File: src/rtl/alu_cmd_entry.sv
`default_nettype none
// ============================================================================
// alu_cmd_entry : three-field (A, B, OP) ALU command entry from 4 switches and
// two raw push buttons. Optional debounce via ALU_CMD_ENTRY_DEBOUNCE_EN.
// Revision: 1.0
// ============================================================================
module alu_cmd_entry #(
    parameter int DEBOUNCE_CYCLES = 16
) (
    input  logic        clk,
    input  logic        rst,
    input  logic [3:0]  sw,
    input  logic        btn_step,
    input  logic        btn_clr,
    output logic [11:0] cmd,
    output logic        cmd_valid,
    output logic [1:0]  stage
);

    typedef enum logic [1:0] {
        ENTER_A  = 2'd0,
        ENTER_B  = 2'd1,
        ENTER_OP = 2'd2
    } state_t;

    logic [1:0] w_btn_raw;
    logic [1:0] w_press;
    logic [1:0] r_arm;

    assign w_btn_raw = {btn_clr, btn_step};

    // Marks when the synchronizers hold real samples again after reset.
    always_ff @(posedge clk) begin
        if (rst) r_arm <= 2'b00;
        else     r_arm <= {r_arm[0], 1'b1};
    end

    for (genvar gi = 0; gi < 2; gi++) begin : g_btn
        logic r_s1;
        logic r_s2;
        logic r_lvl_d;
        logic r_blocked;
        logic w_lvl;

        always_ff @(posedge clk) begin
            if (rst) begin
                r_s1 <= 1'b0;
                r_s2 <= 1'b0;
            end else begin
                r_s1 <= w_btn_raw[gi];
                r_s2 <= r_s1;
            end
        end

`ifdef ALU_CMD_ENTRY_DEBOUNCE_EN
        localparam logic [15:0] c_DB_LAST = 16'(DEBOUNCE_CYCLES - 1);
        logic [15:0] r_cnt;
        logic        r_lvl;

        always_ff @(posedge clk) begin
            if (rst) begin
                r_cnt <= 16'd0;
                r_lvl <= 1'b0;
            end else if (r_s2 != r_lvl) begin
                if (r_cnt == c_DB_LAST) begin
                    r_lvl <= ~r_lvl;
                    r_cnt <= 16'd0;
                end else begin
                    r_cnt <= r_cnt + 16'd1;
                end
            end else begin
                r_cnt <= 16'd0;
            end
        end

        assign w_lvl = r_lvl;
`else
        assign w_lvl = r_s2;
`endif

        // A button held across reset stays masked until seen released.
        always_ff @(posedge clk) begin
            if (rst) begin
                r_lvl_d   <= 1'b0;
                r_blocked <= 1'b1;
            end else begin
                r_lvl_d <= w_lvl;
                if (r_arm[1] && !r_s2 && !w_lvl)
                    r_blocked <= 1'b0;
            end
        end

        assign w_press[gi] = w_lvl & ~r_lvl_d & ~r_blocked;
    end

    state_t     r_state;
    state_t     w_next;
    logic [3:0] r_a;
    logic [3:0] r_b;
    logic       w_cap_a;
    logic       w_cap_b;
    logic       w_commit;
    logic       w_clear;

    always_comb begin
        w_next   = r_state;
        w_cap_a  = 1'b0;
        w_cap_b  = 1'b0;
        w_commit = 1'b0;
        w_clear  = 1'b0;
        if (w_press[1]) begin
            w_clear = 1'b1;
            w_next  = ENTER_A;
        end else if (w_press[0]) begin
            case (r_state)
                ENTER_A: begin
                    w_cap_a = 1'b1;
                    w_next  = ENTER_B;
                end
                ENTER_B: begin
                    w_cap_b = 1'b1;
                    w_next  = ENTER_OP;
                end
                ENTER_OP: begin
                    w_commit = 1'b1;
                    w_next   = ENTER_A;
                end
                default: w_next = ENTER_A;
            endcase
        end
    end

    always_ff @(posedge clk) begin
        if (rst) begin
            r_state   <= ENTER_A;
            r_a       <= 4'd0;
            r_b       <= 4'd0;
            cmd       <= 12'h000;
            cmd_valid <= 1'b0;
        end else begin
            r_state   <= w_next;
            cmd_valid <= w_commit;
            if (w_clear) begin
                r_a <= 4'd0;
                r_b <= 4'd0;
            end
            if (w_cap_a) r_a <= sw;
            if (w_cap_b) r_b <= sw;
            if (w_commit) cmd <= {sw[3], sw[2:0], r_a, r_b};
        end
    end

    assign stage = r_state;

endmodule
`default_nettype wire

File: config.mk
export PLATFORM = sky130hd
export DESIGN_NAME = alu_cmd_entry
export DESIGN_NICKNAME = d
export VERILOG_FILES = /design/src/rtl/alu_cmd_entry.sv
export SDC_FILE = /design/constraint.sdc
export NUM_CORES = 1
export LEC_CHECK = 0
export ABC_AREA = 0
export CAP_MARGIN = 20
export CORE_MARGIN = 10
export CORE_UTILIZATION = 45
export CTS_CLUSTER_SIZE = 40
export DETAILED_ROUTE_END_ITERATION = 16
export GPL_ROUTABILITY_DRIVEN = 0
export HOLD_SLACK_MARGIN = 0.08
export PLACE_DENSITY = 0.73
export SLEW_MARGIN = 20
export SYNTH_ARGS = -nofsm -noshare
export SYNTH_HDL_FRONTEND = slang
export SYNTH_SLANG_ARGS = --single-unit
File: constraint.sdc
create_clock -name clk -period 1.5 [get_ports clk]
set_input_delay 0.3 -clock clk [delete_from_list [all_inputs] [get_ports clk]]
set_output_delay 0.3 -clock clk [all_outputs]
set_load 0.02 [all_outputs]
### Yosys cells after proc, flatten, opt, wreduce, memory -nomap -nowiden

Index checks and enable logic that the tools add are counted.

* register bits: 33
* input port bits: 8
* word-level logic and storage cells: 50

* eq/ne operators: 2
* bitwise logic cells: 8
* muxes and demuxes: 15
* reductions and logical operators: 10

Operators by type and width (number)
* $mux W4: 3
* $mux W1: 11
* $and A1 B1 Y1: 4
* $logic_and A1 B1 Y1: 4
* $not A1 Y1: 4
* $pmux W2 S2: 1
* $reduce_bool A2 Y1: 2
* $eq A2 B1 Y1 const B: 1
* $eq A2 B2 Y1 const B: 1
* $logic_not A1 Y1: 2
* $logic_not A2 Y1: 1
* $reduce_or A2 Y1: 1

### Logic depth before layout (Yosys ltp)

Gate-level depths: netlist of the first run.

* word-level depth: 6
* gate-level depth with buffers: 5
* depth with buffers taken out: 3

### Worst setup path after synthesis of the first run

Ideal clock, no wire load.

* path type: flip-flop to flip-flop
* start point: register g_btn[0].r_blocked
* end point: register cmd[0]
* setup slack: -76 ps
* period minus slack after synthesis: 1576 ps
* arrival: 1504 ps
* data required time: 1428 ps
* path buffers: 2
* library setup time: 72 ps
* stages on the path, launching flop included: 6
* path through: dfxtp_1 > or3b_1 > buf_2 > nor4b_4 > buf_6 > mux2i_1

* cells in the longest elaborated chain, start to end: 4

RTL lines
* start: declaration: RTL line 42 `logic r_blocked;`
* start signal: assignment: RTL line 85 `r_blocked <= 1'b1;`
* start signal: assignment: RTL line 89 `r_blocked <= 1'b0;`
* $not A1 Y1: RTL line 93 `assign w_press[gi] = w_lvl & ~r_lvl_d & ~r_blocked;`
* $and A1 B1 Y1: RTL line 93
* $mux W1: RTL line 114 `end else if (w_press[0]) begin`
* $mux W1: RTL line 111 `if (w_press[1]) begin`
* end signal: assignment: RTL line 149 `if (w_commit) cmd <= {sw[3], sw[2:0], r_a, r_b};`
* end: declaration: RTL line 15 `output logic [11:0] cmd,`

No other way between the ends.
A chain may end at the register's enable or synchronous reset.

### Final worst setup path of the first run

* start point: register g_btn[0].r_blocked
* end point: register cmd[4]

The elaborated chain is that of the path after synthesis.

==> results of run 1 <==
==> flip-flops by register name (all words and copies together) (netlist names) <==
name,cells
r_a,4
cmd,12
g_btn.r_blocked,2
cmd_valid,1
g_btn.r_lvl_d,2
stage,2
g_btn.r_s2,2
r_b,4
r_arm,2
g_btn.r_s1,2
==> worst max-delay path by stage <==
stage                       start      to  slack (ns)  cells past startpoint
3_5_place_dp        g_btn[0].r_s2  r_b[3]       -0.09                      3
6_report       g_btn[0].r_blocked  cmd[4]        0.04                      4
5_1_grt             g_btn[0].r_s2  cmd[4]       -0.06                      4
2_1_floorplan  g_btn[0].r_blocked  cmd[0]       -0.08                      5
3_3_place_gp        g_btn[0].r_s2  r_b[3]       -0.04                      3
4_1_cts             g_btn[0].r_s2  cmd[4]        0.02                      4
==> synth_stat cells <==
master | n | area, µm²
sky130_fd_sc_hd__dfxtp_1 | 33 | 661
sky130_fd_sc_hd__nand2_1 | 29 | 109
sky130_fd_sc_hd__mux2i_1 | 20 | 200
sky130_fd_sc_hd__nand3_1 | 12 | 60.1
sky130_fd_sc_hd__nor2b_1 | 7 | 43.8
sky130_fd_sc_hd__clkbuf_1 | 5 | 18.8
sky130_fd_sc_hd__inv_1 | 3 | 11.3
sky130_fd_sc_hd__or3b_1 | 3 | 26.3
sky130_fd_sc_hd__a21oi_1 | 2 | 10.0
sky130_fd_sc_hd__buf_2 | 2 | 10.0
sky130_fd_sc_hd__o21ai_0 | 2 | 10.0
sky130_fd_sc_hd__and2_1 | 1 | 6.26
sky130_fd_sc_hd__buf_6 | 1 | 11.3
sky130_fd_sc_hd__nor3_2 | 1 | 10.0
sky130_fd_sc_hd__nor4b_4 | 1 | 23.8
sky130_fd_sc_hd__or3_1 | 1 | 6.26
==> critical path, delay by kind of cell, from the launching register on <==
kind,cells,cell delay (ns)
buffers and inverters,1,0.18
flip-flops,1,0.32
AND/OR/NAND/NOR,2,0.71
multiplexers,1,0.18
==> logic make-up after synthesis <==
family | synth area share [%]
AND/OR/NAND/NOR | 23.4
AO/OA/AOI/OAI | 1.64
buffers and inverters | 4.21
flip-flops | 54.3
multiplexers | 16.4
==> cells in the final DEF, fill, tap and decap left out, drive strengths merged, types with 2 or more instances in the layout <==
cell / instances
nor2b: 7
buf: 10
clkdlybuf4s50: 7
dfxtp: 33
nand2: 29
or3b: 3
o21ai: 2
mux2i: 20
clkbuf: 8
inv: 3
dlygate4sd2: 14
nand3: 12
a21oi: 2
==> routing by layer <==
layer	routed length (µm)	GRT usage, %	vias to the layer above
met5	0	0	-
met4	40	3.87	0
met3	182	5.44	5
met2	980	13.1	23
met1	1070	11.9	418
li1	-	-	468
==> power by group through the flow <==
stage               clock (µW)  sequential, µW  combinational (µW)
floorplan                    0             915                37.1
global placement             0             915                78.9
detailed placement           0             915                79.8
CTS                        582             895                80.6
global route               621             897                89.2
finish                     565             895                81.0
==> final cells by class <==
type                       instances  area, µm²
clock buffer                       7       65.1
clock inverter                     1       5.00
fill                             231        935
inverter                           3       11.3
multi-input combinational         79        514
sequential                        33        662
tap                               30       37.5
timing repair buffer              32        293
==> stage by stage <==
stage | hold slack [ns] | cells | TNS (ns) | cell area [µm²]
2_1_floorplan | 0.372 | 123 | -0.737 | 1220
3_3_place_gp | 0.417 | 176 | -0.142 | 1520
3_5_place_dp | 0.426 | 176 | -0.497 | 1520
4_1_cts | 0.452 | 184 | 0 | 1570
5_1_grt | 0.458 | 185 | -0.353 | 1590
6_report | 0.441 | 185 | 0 | 1590
==> what timing repair did <==
| action | CTS | global route |
|---|---|---|
| hold endpoints to repair | 0 | 0 |
| setup buffers | 0 | 1 |
| endpoints found under the setup margin | 32 | 15 |
| gates resized for setup | 17 | 6 |
==> results_dict.tcl, run 1 <==
set metrics [dict create \
    outcome "finished, final reports clean" \
    cp_slowest_cell "sky130_fd_sc_hd__or3b_4" \
    crit_fanout 6 \
    rr_startpoint "g_btn[0].r_blocked" \
    power.share.combinational_pct 5.3 \
    crit_path_end_kind "flop" \
    share_seq_of_total_power_pct 58.1 \
    setup.reg_to_reg.worst_slack_ns 0.04 \
    die_x_um 72.0 \
    netlist_instances 123 \
    static-leakage-power_uw 0.000681 \
    detailedPlacementHpwl_mm 1.60 \
    grt_first_pass_wirelength_mm 4.05 \
    powerDensity_nw_per_um2 970 \
    hp-start "g_btn[0].r_s1" \
    worst_path_arrival_time_ns 1.73 \
    grt_pass1_vias 901 \
    grt_overflow_total 0 \
    cp-start-kind "flop" \
    synth.ff_latch_count 33 \
    nNetsFinal 162 \
    dr.first_iter.drc_count 40 \
    grt_antenna_before_repair 0 \
    drc 0 \
    crit_path_time_final_ns 1.46 \
    area_growth_syn_to_layout_pct 30.4 \
    period_share_pct 97.3 \
    cts_root_buffer "sky130_fd_sc_hd__clkbuf_4" \
    clock-sinks 33 \
    worstPathCellList "or3b_4 -> nor4b_4 -> buf_6 -> mux2i_1" \
    sw_frac_of_total_pct 21.9 \
    grt_util_all_layers_pct 9.56 \
    actual_transition_at_the_worst_max_transition_pin_ns 0.262 \
    via_density_per_instance 4.94 \
    die-height_um 72.0 \
    final.setup.worst_slack_ns 0.0409 \
    row_count 18 \
    p_int_uw 1200 \
    wire_per_inst_um 12.3 \
    rsz0062_at_grt "true" \
    floorplan.initialDensity_pct 48.3 \
    maxCapViolCount 0 \
    yosysUniqueCellTypes 16 \
    power.clock.fraction_pct 36.6 \
    synth.cell_area_um2 1220 \
    h_tree_level_count 2 \
    slew-limit-headroom_pct 82.5 \
    hold_depth 1 \
    worstHoldPathType "reg2reg" \
    num_antenna_cells 0 \
    crit_path_max_incr_delay_ns 0.43 \
    routed_wl_mm 2.27 \
    syn_avg_cell_area_um2 9.90 \
    numPortBuffers 22 \
    cts-buffers-inserted 5 \
    final_max_slew_viol_count 0 \
    grt_max_degree 31 \
    synth-warning-count 0 \
    timing_hold_violations_final 0 \
    clock_tree_from_tritoncts "yes" \
    p_sw_uw 337 \
    route.vias.total 914 \
    power.ir.vdd_worst_mv 0.837 \
    cts_max_path_buffers 2 \
    floorplan.io_pins 23 \
    first_pass_iters 4 \
    whs_endpoint "g_btn[0].r_s2" \
    clock_pin_slew_of_the_registers_on_the_worst_case_setup_and_hold_paths_ns 0.10 \
    worst_skew_pair.late_latency_ns 0.34 \
    final_layout_size_suffix_gt1_share_pct 16.1 \
    worstSetupPathType "reg2reg" \
    die_area_um2 5190 \
    final.setup_skew_ns 0.0112 \
    remaining_number_of_nets_flagged_by_the_antenna_check_after_routing 0 \
    synth.net_count 131 \
    finalSetupViolCount 0 \
    reg2reg_depth 4 \
    r2r_end "cmd[4]" \
    pre_cts_slack_ns -0.0857 \
    fin_util_pct 62.9 \
    postCtsHoldBufs 0 \
    total_power_uw 1540 \
    required_time_of_the_critical_path_ns 1.77 \
    core_area_um2 2520 \
    synth.yosys.seq_area_share_pct 54.3 \
    maxClockFrequency_mhz 685 \
]
Note: power is estimated with default switching activity, not from simulation.
==> inputs of run 2 (changes only) <==
Settings changed: CAP_MARGIN 20 to unset.
==> results of run 2 <==
The final DEF is identical to that of run 1; final timing and power are the same.
==> inputs of run 3 (changes only) <==
Settings changed: CORE_MARGIN 10 to 2.
==> run 3 against run 2 <==
Clock power is 22% lower. Register-to-register slack lost 0.02 ns. Routed wire length shrank 4.6%. First-iteration DRC count is 80% lower. Non-clock buffer count is 1 lower. Total power shrank 8.2%. Sequential share of layout area increased by 1.1 points. Design area shrank 2.4%. Worst setup slack worse by 0.022 ns. Via count fell by 3.7%. Combinational power decreased by 3.2%. Largest power group unchanged.
==> results_dict.tcl, run 3 (synthesis results as in run 1) <==
set metrics [dict create \
    outcome "finished, final reports clean" \
    cts_max_path_buffers 2 \
    maxClockFrequency_mhz 675 \
    p_int_uw 1090 \
    route.vias.total 880 \
    nNetsFinal 161 \
    cts.repair_timing.setup_buffer_count 0 \
    detailedPlacementHpwl_mm 1.44 \
    grt_overflow_total 0 \
    worstSetupPathType "reg2reg" \
    powerDensity_nw_per_um2 913 \
    share_seq_of_total_power_pct 63.3 \
    power.share.combinational_pct 5.5 \
    timing.hold.ws_ns 0.448 \
    drc 0 \
    crit_family "simple AND/OR/NAND/NOR gates" \
    via_density_per_instance 4.84 \
    h_tree_level_count 2 \
    maxCapViolCount 0 \
    remaining_number_of_nets_flagged_by_the_antenna_check_after_routing 0 \
    period_share_pct 98.8 \
    grt_util_all_layers_pct 16.3 \
    worst_path_arrival_time_ns 1.74 \
    crit_path_time_final_ns 1.48 \
    sw_frac_of_total_pct 22.8 \
    actual_transition_at_the_worst_max_transition_pin_ns 0.261 \
    largest_register_ffs 12 \
    power.clock.fraction_pct 31.2 \
    area_growth_syn_to_layout_pct 27.3 \
    floorplan.initialDensity_pct 48.3 \
    power.ir.vdd_worst_mv 0.735 \
    row_count 18 \
    num-fill-cells 227 \
    routed_wl_mm 2.17 \
    postCtsHoldBufs 0 \
    numPortBuffers 22 \
    die-height_um 56.0 \
    timing_hold_violations_final 0 \
    crit_path_max_incr_delay_ns 0.43 \
    clock_tree_from_tritoncts "yes" \
    floorplan.io_pins 23 \
    num_antenna_cells 0 \
    worstPathCellList "or3b_4 -> nor4b_4 -> buf_6 -> mux2i_1" \
    final_layout_size_suffix_gt1_share_pct 14.5 \
    max_flop_register "cmd" \
    finalNonFillerCells 182 \
    critical_path_buffer_and_inverter_count 1 \
    clock-sinks 33 \
    grt_first_pass_wirelength_mm 3.80 \
    required_time_of_the_critical_path_ns 1.76 \
    die_area_um2 3140 \
    worst_skew_pair.late_latency_ns 0.34 \
    p_sw_uw 322 \
    clock_pin_slew_of_the_registers_on_the_worst_case_setup_and_hold_paths_ns 0.09 \
    first_pass_iters 4 \
    cp-start-kind "flop" \
    grt_pass1_vias 887 \
    static-leakage-power_uw 0.000662 \
    core_area_um2 2520 \
    largest_registers "cmd x12, r_a x4, r_b x4" \
    rsz0062_at_grt "true" \
    mostFrequentLayoutCell "sky130_fd_sc_hd__dfxtp_1" \
    layout.cells.most_common_list "sky130_fd_sc_hd__dfxtp_1, sky130_fd_sc_hd__nand2_1, sky130_fd_sc_hd__mux2i_1" \
    tns_ns 0 \
    final_max_slew_viol_count 0 \
    slew-limit-headroom_pct 82.5 \
    crit_fanout 6 \
    finalSetupViolCount 0 \
    die_x_um 56.0 \
    worstHoldPathType "reg2reg" \
    final.setup_skew_ns 0.0146 \
    grt_antenna_before_repair 0 \
    crit_path_end_kind "flop" \
    wire_per_inst_um 11.9 \
    placedCellCount 176 \
    cp_slowest_cell "sky130_fd_sc_hd__or3b_4" \
    grt_max_degree 41 \
    cts-buffers-inserted 5 \
    dr.first_iter.drc_count 8 \
    cts_root_buffer "sky130_fd_sc_hd__clkbuf_4" \
]
==> run 3: worst paths after layout <==
check                                   startpoint             to  slack, ns  depth (start not counted)
worst max-delay path            g_btn[0].r_blocked         cmd[2]       0.02                          4
worst min-delay path                 g_btn[1].r_s1  g_btn[1].r_s2       0.45                          1
worst max register to register  g_btn[0].r_blocked         cmd[2]       0.02                          4
worst min register to register       g_btn[1].r_s1  g_btn[1].r_s2       0.45                          1
==> run 3: timing repair <==
action | 4_1_cts | 5_1_grt
setup endpoints to repair | 34 | 14
cloned | 0 | 0
resized for setup | 17 | 6
==> run 3: layout make-up <==
type / instances / area (µm²) / area share [%]
clock buffers: 5 / 37.5 / 2.42
clock inverters: 1 / 5.00 / 0.323
inverters: 3 / 11.3 / 0.726
multi-input cells: 79 / 510 / 32.9
flip-flops and latches: 33 / 663 / 42.8
well taps: 30 / 37.5 / 2.42
repair buffers: 31 / 285 / 18.4
==> run 3: power by group through the flow <==
| stage | combinational, µW | sequential [µW] | clock [µW] |
|---|---|---|---|
| floorplan | 37.1 | 915 | 0 |
| CTS | 79.7 | 895 | 461 |
| detailed placement | 79.1 | 915 | 0 |
| global placement | 77.6 | 914 | 0 |
| global route | 87.3 | 898 | 500 |
| finish | 78.4 | 896 | 441 |
==> run 3: through the flow <==
step	util [%]	setup slack, ns	power [µW]	area (µm²)
5_1_grt	61.5	-0.0849	1480	1550
3_3_place_gp	60.1	-0.0337	992	1520
2_1_floorplan	-	-0.0759	952	1220
6_report	61.5	0.0186	1410	1550
3_5_place_dp	60.1	-0.0734	994	1520
4_1_cts	61.2	0.0111	1440	1540
==> run 3: metal layers <==
layer | track usage (%) | part of all wire, % | up-vias
li1 | - | - | 461
met1 | 16.7 | 45 | 390
met2 | 26.9 | 46 | 23
met3 | 8.14 | 6.5 | 6
met4 | 9.18 | 2.7 | 0
met5 | 0 | 0 | -
